--- config.mk ---
export PLATFORM = sky130hd
export DESIGN_NAME = noc_axilite_resp_bridge
export DESIGN_NICKNAME = d
export VERILOG_FILES = /design/src/rtl/noc_axilite_resp_bridge.sv
export SDC_FILE = /design/constraint.sdc
export NUM_CORES = 1
export LEC_CHECK = 0
export BUFFER_PORTS_ARGS = -buffer_cell sky130_fd_sc_hd__buf_2
export CORE_ASPECT_RATIO = 1.5
export CORE_MARGIN = 5
export CORE_UTILIZATION = 55
export DETAILED_ROUTE_END_ITERATION = 7
export PLACE_DENSITY_LB_ADDON = 0.08
export RECOVER_POWER = 25
export SLEW_MARGIN = 20
export SYNTH_ARGS = -nofsm -noshare
export SYNTH_HDL_FRONTEND = slang
export SYNTH_SLANG_ARGS = --single-unit
export TNS_END_PERCENT = 10
--- constraint.sdc ---
create_clock -name clk -period 3.2 [get_ports clk]
set_input_delay 0.64 -clock clk [delete_from_list [all_inputs] [get_ports clk]]
set_output_delay 0.64 -clock clk [all_outputs]
set_load 0.005 [all_outputs]
--- src/rtl/noc_axilite_resp_bridge.sv ---
// noc_axilite_resp_bridge
// Turns noc3 response messages (NC_LOAD_MEM_ACK / NC_STORE_MEM_ACK) back into
// AXI-Lite R and B beats. Headers are decoded, payload flits are stripped, and
// each completed response is buffered in its own per-channel queue.
// Optional feature macro: NOC_RESP_ERRCNT_EN adds the err_count port, a
// saturating count of dropped messages.

`ifndef NOC_DATA_WIDTH
`define NOC_DATA_WIDTH 64
`endif
`ifndef MSG_LENGTH
`define MSG_LENGTH 29:22
`endif
`ifndef MSG_TYPE
`define MSG_TYPE 21:14
`endif
`ifndef MSG_TYPE_NC_LOAD_MEM_ACK
`define MSG_TYPE_NC_LOAD_MEM_ACK 8'd26
`endif
`ifndef MSG_TYPE_NC_STORE_MEM_ACK
`define MSG_TYPE_NC_STORE_MEM_ACK 8'd27
`endif

module noc_axilite_resp_bridge #(
  parameter int DATA_W  = `NOC_DATA_WIDTH,
  parameter int R_DEPTH = 4,
  parameter int B_DEPTH = 4
) (
  input  logic              clk,
  input  logic              rst,
  input  logic              noc3_valid_in,
  input  logic [DATA_W-1:0] noc3_data_in,
  output logic              noc3_ready_out,
  output logic [DATA_W-1:0] m_axi_rdata,
  output logic [1:0]        m_axi_rresp,
  output logic              m_axi_rvalid,
  input  logic              m_axi_rready,
  output logic [1:0]        m_axi_bresp,
  output logic              m_axi_bvalid,
  input  logic              m_axi_bready
`ifdef NOC_RESP_ERRCNT_EN
  ,
  output logic [15:0]       err_count
`endif
);

  localparam logic [1:0] RESP_OKAY   = 2'b00;
  localparam logic [1:0] RESP_SLVERR = 2'b10;

  localparam int RAW = $clog2(R_DEPTH);
  localparam int RCW = RAW + 1;
  localparam int BAW = $clog2(B_DEPTH);
  localparam int BCW = BAW + 1;

  typedef enum logic [0:0] {HDR, PAYLOAD} state_t;

  state_t              state_q, state_d;
  logic [7:0]          remaining_q, remaining_d;
  logic                is_load_q, is_load_d;
  logic                first_pending_q, first_pending_d;
  logic [DATA_W-1:0]   hold_q, hold_d;

  logic [7:0]          hdr_len;
  logic [7:0]          hdr_type;
  logic                flit_acc;
  logic                r_push, b_push, r_pop, b_pop;
  logic [DATA_W-1:0]   r_push_data;
  logic [1:0]          r_push_resp;
  logic                drop_evt;

  logic [DATA_W+1:0]   r_mem [R_DEPTH];
  logic [RAW-1:0]      r_wr_ptr, r_rd_ptr;
  logic [RCW-1:0]      r_count;
  logic                r_full, r_empty;

  logic [1:0]          b_mem [B_DEPTH];
  logic [BAW-1:0]      b_wr_ptr, b_rd_ptr;
  logic [BCW-1:0]      b_count;
  logic                b_full, b_empty;

  assign hdr_len  = noc3_data_in[`MSG_LENGTH];
  assign hdr_type = noc3_data_in[`MSG_TYPE];

  assign r_full  = (r_count == RCW'(R_DEPTH));
  assign r_empty = (r_count == '0);
  assign b_full  = (b_count == BCW'(B_DEPTH));
  assign b_empty = (b_count == '0);

  // Headers wait for room in both queues; payload flits are always taken.
  always_comb begin
    noc3_ready_out = 1'b0;
    if (!rst) begin
      if (state_q == HDR) noc3_ready_out = !r_full && !b_full;
      else                noc3_ready_out = 1'b1;
    end
  end

  assign flit_acc = noc3_valid_in && noc3_ready_out;

  // Next-state logic: header decode, payload counting and queue pushes.
  always_comb begin
    state_d         = state_q;
    remaining_d     = remaining_q;
    is_load_d       = is_load_q;
    first_pending_d = first_pending_q;
    hold_d          = hold_q;
    r_push          = 1'b0;
    r_push_data     = '0;
    r_push_resp     = RESP_OKAY;
    b_push          = 1'b0;
    drop_evt        = 1'b0;
    case (state_q)
      HDR: begin
        if (flit_acc) begin
          remaining_d     = hdr_len;
          first_pending_d = 1'b1;
          is_load_d       = 1'b0;
          if (hdr_type == `MSG_TYPE_NC_STORE_MEM_ACK) begin
            b_push = 1'b1;
            if (hdr_len != 8'd0) state_d = PAYLOAD;
          end else if (hdr_type == `MSG_TYPE_NC_LOAD_MEM_ACK) begin
            if (hdr_len == 8'd0) begin
              r_push      = 1'b1;
              r_push_resp = RESP_SLVERR;
              drop_evt    = 1'b1;
            end else begin
              is_load_d = 1'b1;
              state_d   = PAYLOAD;
            end
          end else begin
            drop_evt = 1'b1;
            if (hdr_len != 8'd0) state_d = PAYLOAD;
          end
        end
      end
      PAYLOAD: begin
        if (flit_acc) begin
          if (remaining_q != 8'd0) remaining_d = remaining_q - 8'd1;
          if (first_pending_q) begin
            hold_d          = noc3_data_in;
            first_pending_d = 1'b0;
          end
          if (remaining_q <= 8'd1) begin
            state_d = HDR;
            if (is_load_q) begin
              r_push      = 1'b1;
              r_push_data = first_pending_q ? noc3_data_in : hold_q;
              r_push_resp = RESP_OKAY;
            end
          end
        end
      end
      default: state_d = HDR;
    endcase
  end

  // Message-parsing state register.
  always_ff @(posedge clk) begin
    if (rst) begin
      state_q         <= HDR;
      remaining_q     <= 8'd0;
      is_load_q       <= 1'b0;
      first_pending_q <= 1'b0;
      hold_q          <= '0;
    end else begin
      state_q         <= state_d;
      remaining_q     <= remaining_d;
      is_load_q       <= is_load_d;
      first_pending_q <= first_pending_d;
      hold_q          <= hold_d;
    end
  end

  assign r_pop = m_axi_rvalid && m_axi_rready;
  assign b_pop = m_axi_bvalid && m_axi_bready;

  // Read-response queue storage; entries are {resp, data}.
  always_ff @(posedge clk) begin
    if (r_push) r_mem[r_wr_ptr] <= {r_push_resp, r_push_data};
  end

  // Read-response queue pointers and occupancy.
  always_ff @(posedge clk) begin
    if (rst) begin
      r_wr_ptr <= '0;
      r_rd_ptr <= '0;
      r_count  <= '0;
    end else begin
      if (r_push) r_wr_ptr <= r_wr_ptr + RAW'(1);
      if (r_pop)  r_rd_ptr <= r_rd_ptr + RAW'(1);
      case ({r_push, r_pop})
        2'b10:   r_count <= r_count + RCW'(1);
        2'b01:   r_count <= r_count - RCW'(1);
        default: r_count <= r_count;
      endcase
    end
  end

  // Write-response queue storage; every store ack completes OKAY.
  always_ff @(posedge clk) begin
    if (b_push) b_mem[b_wr_ptr] <= RESP_OKAY;
  end

  // Write-response queue pointers and occupancy.
  always_ff @(posedge clk) begin
    if (rst) begin
      b_wr_ptr <= '0;
      b_rd_ptr <= '0;
      b_count  <= '0;
    end else begin
      if (b_push) b_wr_ptr <= b_wr_ptr + BAW'(1);
      if (b_pop)  b_rd_ptr <= b_rd_ptr + BAW'(1);
      case ({b_push, b_pop})
        2'b10:   b_count <= b_count + BCW'(1);
        2'b01:   b_count <= b_count - BCW'(1);
        default: b_count <= b_count;
      endcase
    end
  end

  // Head entries drive the AXI side; idle outputs read as zero.
  assign m_axi_rvalid = !r_empty;
  assign m_axi_bvalid = !b_empty;
  assign m_axi_rdata  = m_axi_rvalid ? r_mem[r_rd_ptr][DATA_W-1:0]      : '0;
  assign m_axi_rresp  = m_axi_rvalid ? r_mem[r_rd_ptr][DATA_W+1:DATA_W] : 2'b00;
  assign m_axi_bresp  = m_axi_bvalid ? b_mem[b_rd_ptr]                  : 2'b00;

`ifdef NOC_RESP_ERRCNT_EN
  // Saturating count of dropped messages, bumped at header accept.
  always_ff @(posedge clk) begin
    if (rst)                                err_count <= 16'd0;
    else if (drop_evt && err_count != 16'hFFFF) err_count <= err_count + 16'd1;
  end
`else
  logic unused_drop_evt;
  assign unused_drop_evt = drop_evt;
`endif

endmodule

==> metrics.md <==
| Metric | Value |
|---|---|
| Status | `finished, final reports clean` |
| Final TNS setup | `0 ns` |
| Async SR Flop Fraction | `0%` |
| Final cycle utilization of the critical path | `90.2%` |
| Commonest non-fill, non-tap cell in the layout | `edfxtp_1` |
| Syn Area/Cell | `14.4 um2` |
| Clock sink count | `347` |
| Clock power share | `44.7%` |
| Netlist Area Pre-Place | `14,400 um2` |
| Fin. max-slew vios | `0` |
| Final worst slack | `0.313 ns` |
| Setup crit end kind | `flip-flop` |
| Sw power | `0.00181 W` |
| Clock buffer count from CTS | `34` |
| Clock buffer depth | `3` |
| Placer Congestion | `0.842` |
| N_diodes | `0` |
| Sw Ratio | `19.6%` |
| # hold bufs at CTS | `0` |
| Final global-route overflow total | `0` |
| CP Data Required Time | `3.40 ns` |
| Slowest CP cell | `and2_1` |
| I/O Buffers | `136` |
| Leak | `5.30 nW` |
| CTS resizes | `0` |
| Critical path arrival | `3.08 ns` |
| Vias in the first global route | `9,038` |
| Total track usage | `21.2%` |
| RSZ-0062 raised after global routing | `false` |
| F_max | `0.346 GHz` |
| CTS tree | `built` |
| Final hold vios | `0` |
| Die W | `142 um` |
| Seq/Total Area, Yosys | `66.2%` |
| Fill count | `1,914` |
| Clock latency on the worst-skew pair | `0.51 ns` |
| Max-Cap Viols | `0` |
| DRT iter0 DRCs | `499` |
| DP HPWL | `19.7 mm` |
| Routed wire length | `31.0 mm` |
| Worst-Margin Slew | `1.41 ns` |
| Largest net degree at the start of global routing | `85` |
| Combinational fraction of design power | `3.1%` |
| Die ar. | `29,600 um2` |
| Yosys warnings | `0` |
| Row cnt | `72` |
| Top FF cell, synth | `edfxtp_1` |
| Cells after synthesis | `1,005` |
| # setup viols final | `0` |
| Internal Power | `0.00741 W` |
| CP Buf/Inv Count | `2` |
| Die H | `208 um` |
| # IOs | `140` |
| Crit path cell chain | `clkbuf_1, nor4_1, nand4_1, o2bb2ai_1, and2_1, buf_4` |
| Pre-Repair DR Iteration Count | `5` |
| Layout cells sized above 1 | `24.7%` |
| Reg power frac | `52.2%` |
| Initial antenna violation count | `0` |
| Synthesized flop and latch total | `347` |
| Crit-path max FO | `12` |
| First-pass GRT wire length | `49.3 mm` |
| Hold Path Class | `in2reg` |
| Final Cell Area | `16,700 um2` |
| WL/cell | `20.7 um` |
| Crit path largest cell delay | `0.71 ns` |
| Pwr dens | `551 nW/um2` |
| Clock Skews | `0.0174 ns` |
| Dpl ws | `0.231 ns` |
| Antenna-violating nets left | `0` |
| DRC viols | `0` |
| Initial Util | `55.8%` |
| Core area | `25,900 um2` |
| Crit path max-delay family | `simple AND/OR/NAND/NOR gates` |
| Placement Cell Area | `15,600 um2` |
| Final min period | `2.89 ns` |
| Relative slew slack | `6.13%` |
| Most frequent cells in the layout | `edfxtp_1, nand2_1, buf_2, dfxtp_1, nor2_1` |
| EDFF count, synth | `260` |
| CP Launch Type | `primary input` |
| Final Instance Count excl. Fillers | `1,498` |
| CTS H-tree depth | `2` |
| Placed cell count | `1,437` |
| Via count | `8,441` |
| Fin nets | `1,220` |
| VDD IR max | `457 uV` |
| Final hold slack | `0.379 ns` |
| Area added between synthesis and finish | `15.9%` |
| Vias per cell | `5.63` |
| Crit path kind | `in2reg` |
| Post-synth cell types | `56` |
| Clock root buffer | `clkbuf_16` |
| Clock slew at reported path FFs | `0.06 ns` |
| Postcts setup bufs | `0` |
## power groups by stage
stage | sequential (W) | clock (W) | combinational [W]
6_report | 0.00481 | 0.00412 | 0.000289
5_1_grt | 0.00481 | 0.00439 | 0.000318
4_1_cts | 0.00481 | 0.00420 | 0.000298
3_5_place_dp | 0.00490 | 0 | 0.000298
3_3_place_gp | 0.00490 | 0 | 0.000296
2_1_floorplan | 0.00490 | 0 | 0.000190
## path summary, 6_finish.rpt
| kind | cells after the start | to | slack [ns] | start |
|---|---|---|---|---|
| setup / recovery | 6 | r_mem[0][51]$_DFFE_PP_ | 0.31 | noc3_data_in[21] |
| hold / removal | 3 | hold_q[7]$_SDFFE_PP0P_ | 0.38 | noc3_data_in[7] |
| hold reg to reg | 2 | is_load_q$_SDFFE_PP0P_ | 0.45 | is_load_q$_SDFFE_PP0P_ |
| setup reg to reg | 11 | r_count[2]$_SDFFE_PP0P_ | 0.45 | remaining_q[0]$_SDFFE_PP0P_ |
## final cells by class
| cell class | count | area [um2] | share of cell area [%] |
|---|---|---|---|
| timing repair buffer | 161 | 1040 | 6.20 |
| sequential | 347 | 9560 | 57.2 |
| multi-input combinational | 579 | 4490 | 26.8 |
| clock buffer | 44 | 910 | 5.44 |
| clock inverter | 17 | 243 | 1.45 |
| tap | 333 | 417 | 2.49 |
| inverter | 17 | 66.3 | 0.397 |
## Yosys cell counts (all sizes together) (3+ instances only)
master  instances  area (um2)
a21oi          77         389
nor4            4        31.3
nor2           79         297
nand2         134         505
nor3            4        31.3
nand4           4        31.3
o21ai           7        35.0
or3             4        25.0
dfxtp          87        1740
buf            40         216
a31oi           4        25.0
ha              9         113
clkbuf         24        90.1
mux4           65        1460
o32ai           5        43.8
edfxtp        260        7810
inv            17        66.3
mux2i          65         651
and2           72         455
nor4b           3        32.5
and3            4        26.3
nand3           5        30.0
xor2            5        43.8
## flip-flops by register name, indices dropped and copies added (netlist names), named ones only
| signal | flops |
|---|---|
| is_load_q | 1 |
| b_count | 3 |
| state_q | 1 |
| r_count | 3 |
| r_rd_ptr | 2 |
| r_wr_ptr | 2 |
| first_pending_q | 1 |
| remaining_q | 8 |
| hold_q | 64 |
| r_mem | 260 |
## metrics by stage
step                      util (%)  power, W
final                         64.7   0.00921
after floorplan                  -   0.00509
after detailed placement      60.5   0.00520
after CTS                     64.9   0.00930
after global placement        60.5   0.00520
after global routing          64.7   0.00951
## logic make-up (layout without fill, tap and decap cells)
group,Yosys count,count (layout),share of synthesized area [%]
buffers and inverters,81,239,2.58
other,1,3,0.0260
multiplexers,131,131,14.8
AND/OR/NAND/NOR,323,323,10.7
AO/OA/AOI/OAI,105,105,4.34
flip-flops,347,347,66.2
adder cells (fa/ha/maj),11,11,1.06
XOR/XNOR,6,6,0.364
## metal layers
layer  up-vias  share of wire, %  global-route usage (%)
met5         -                 0                       0
met1      4219                38                    25.4
met3        59               4.3                    3.03
li1       3973                 -                       -
met2       190                54                    39.0
met4         0               3.0                    6.99
## worst register-to-register path, stage by stage (launching register included)
cell and delay, ns:
dfxtp_1 0.39, inv_1 0.10, ha_1 0.26, o2111a_1 0.33, o2bb2ai_1 0.26, inv_4 0.12, ha_1 0.19, inv_1 0.06
fa_1 0.37, xor2_1 0.16, or3_1 0.30, a21oi_1 0.14
(Power assumes the default switching activity.)
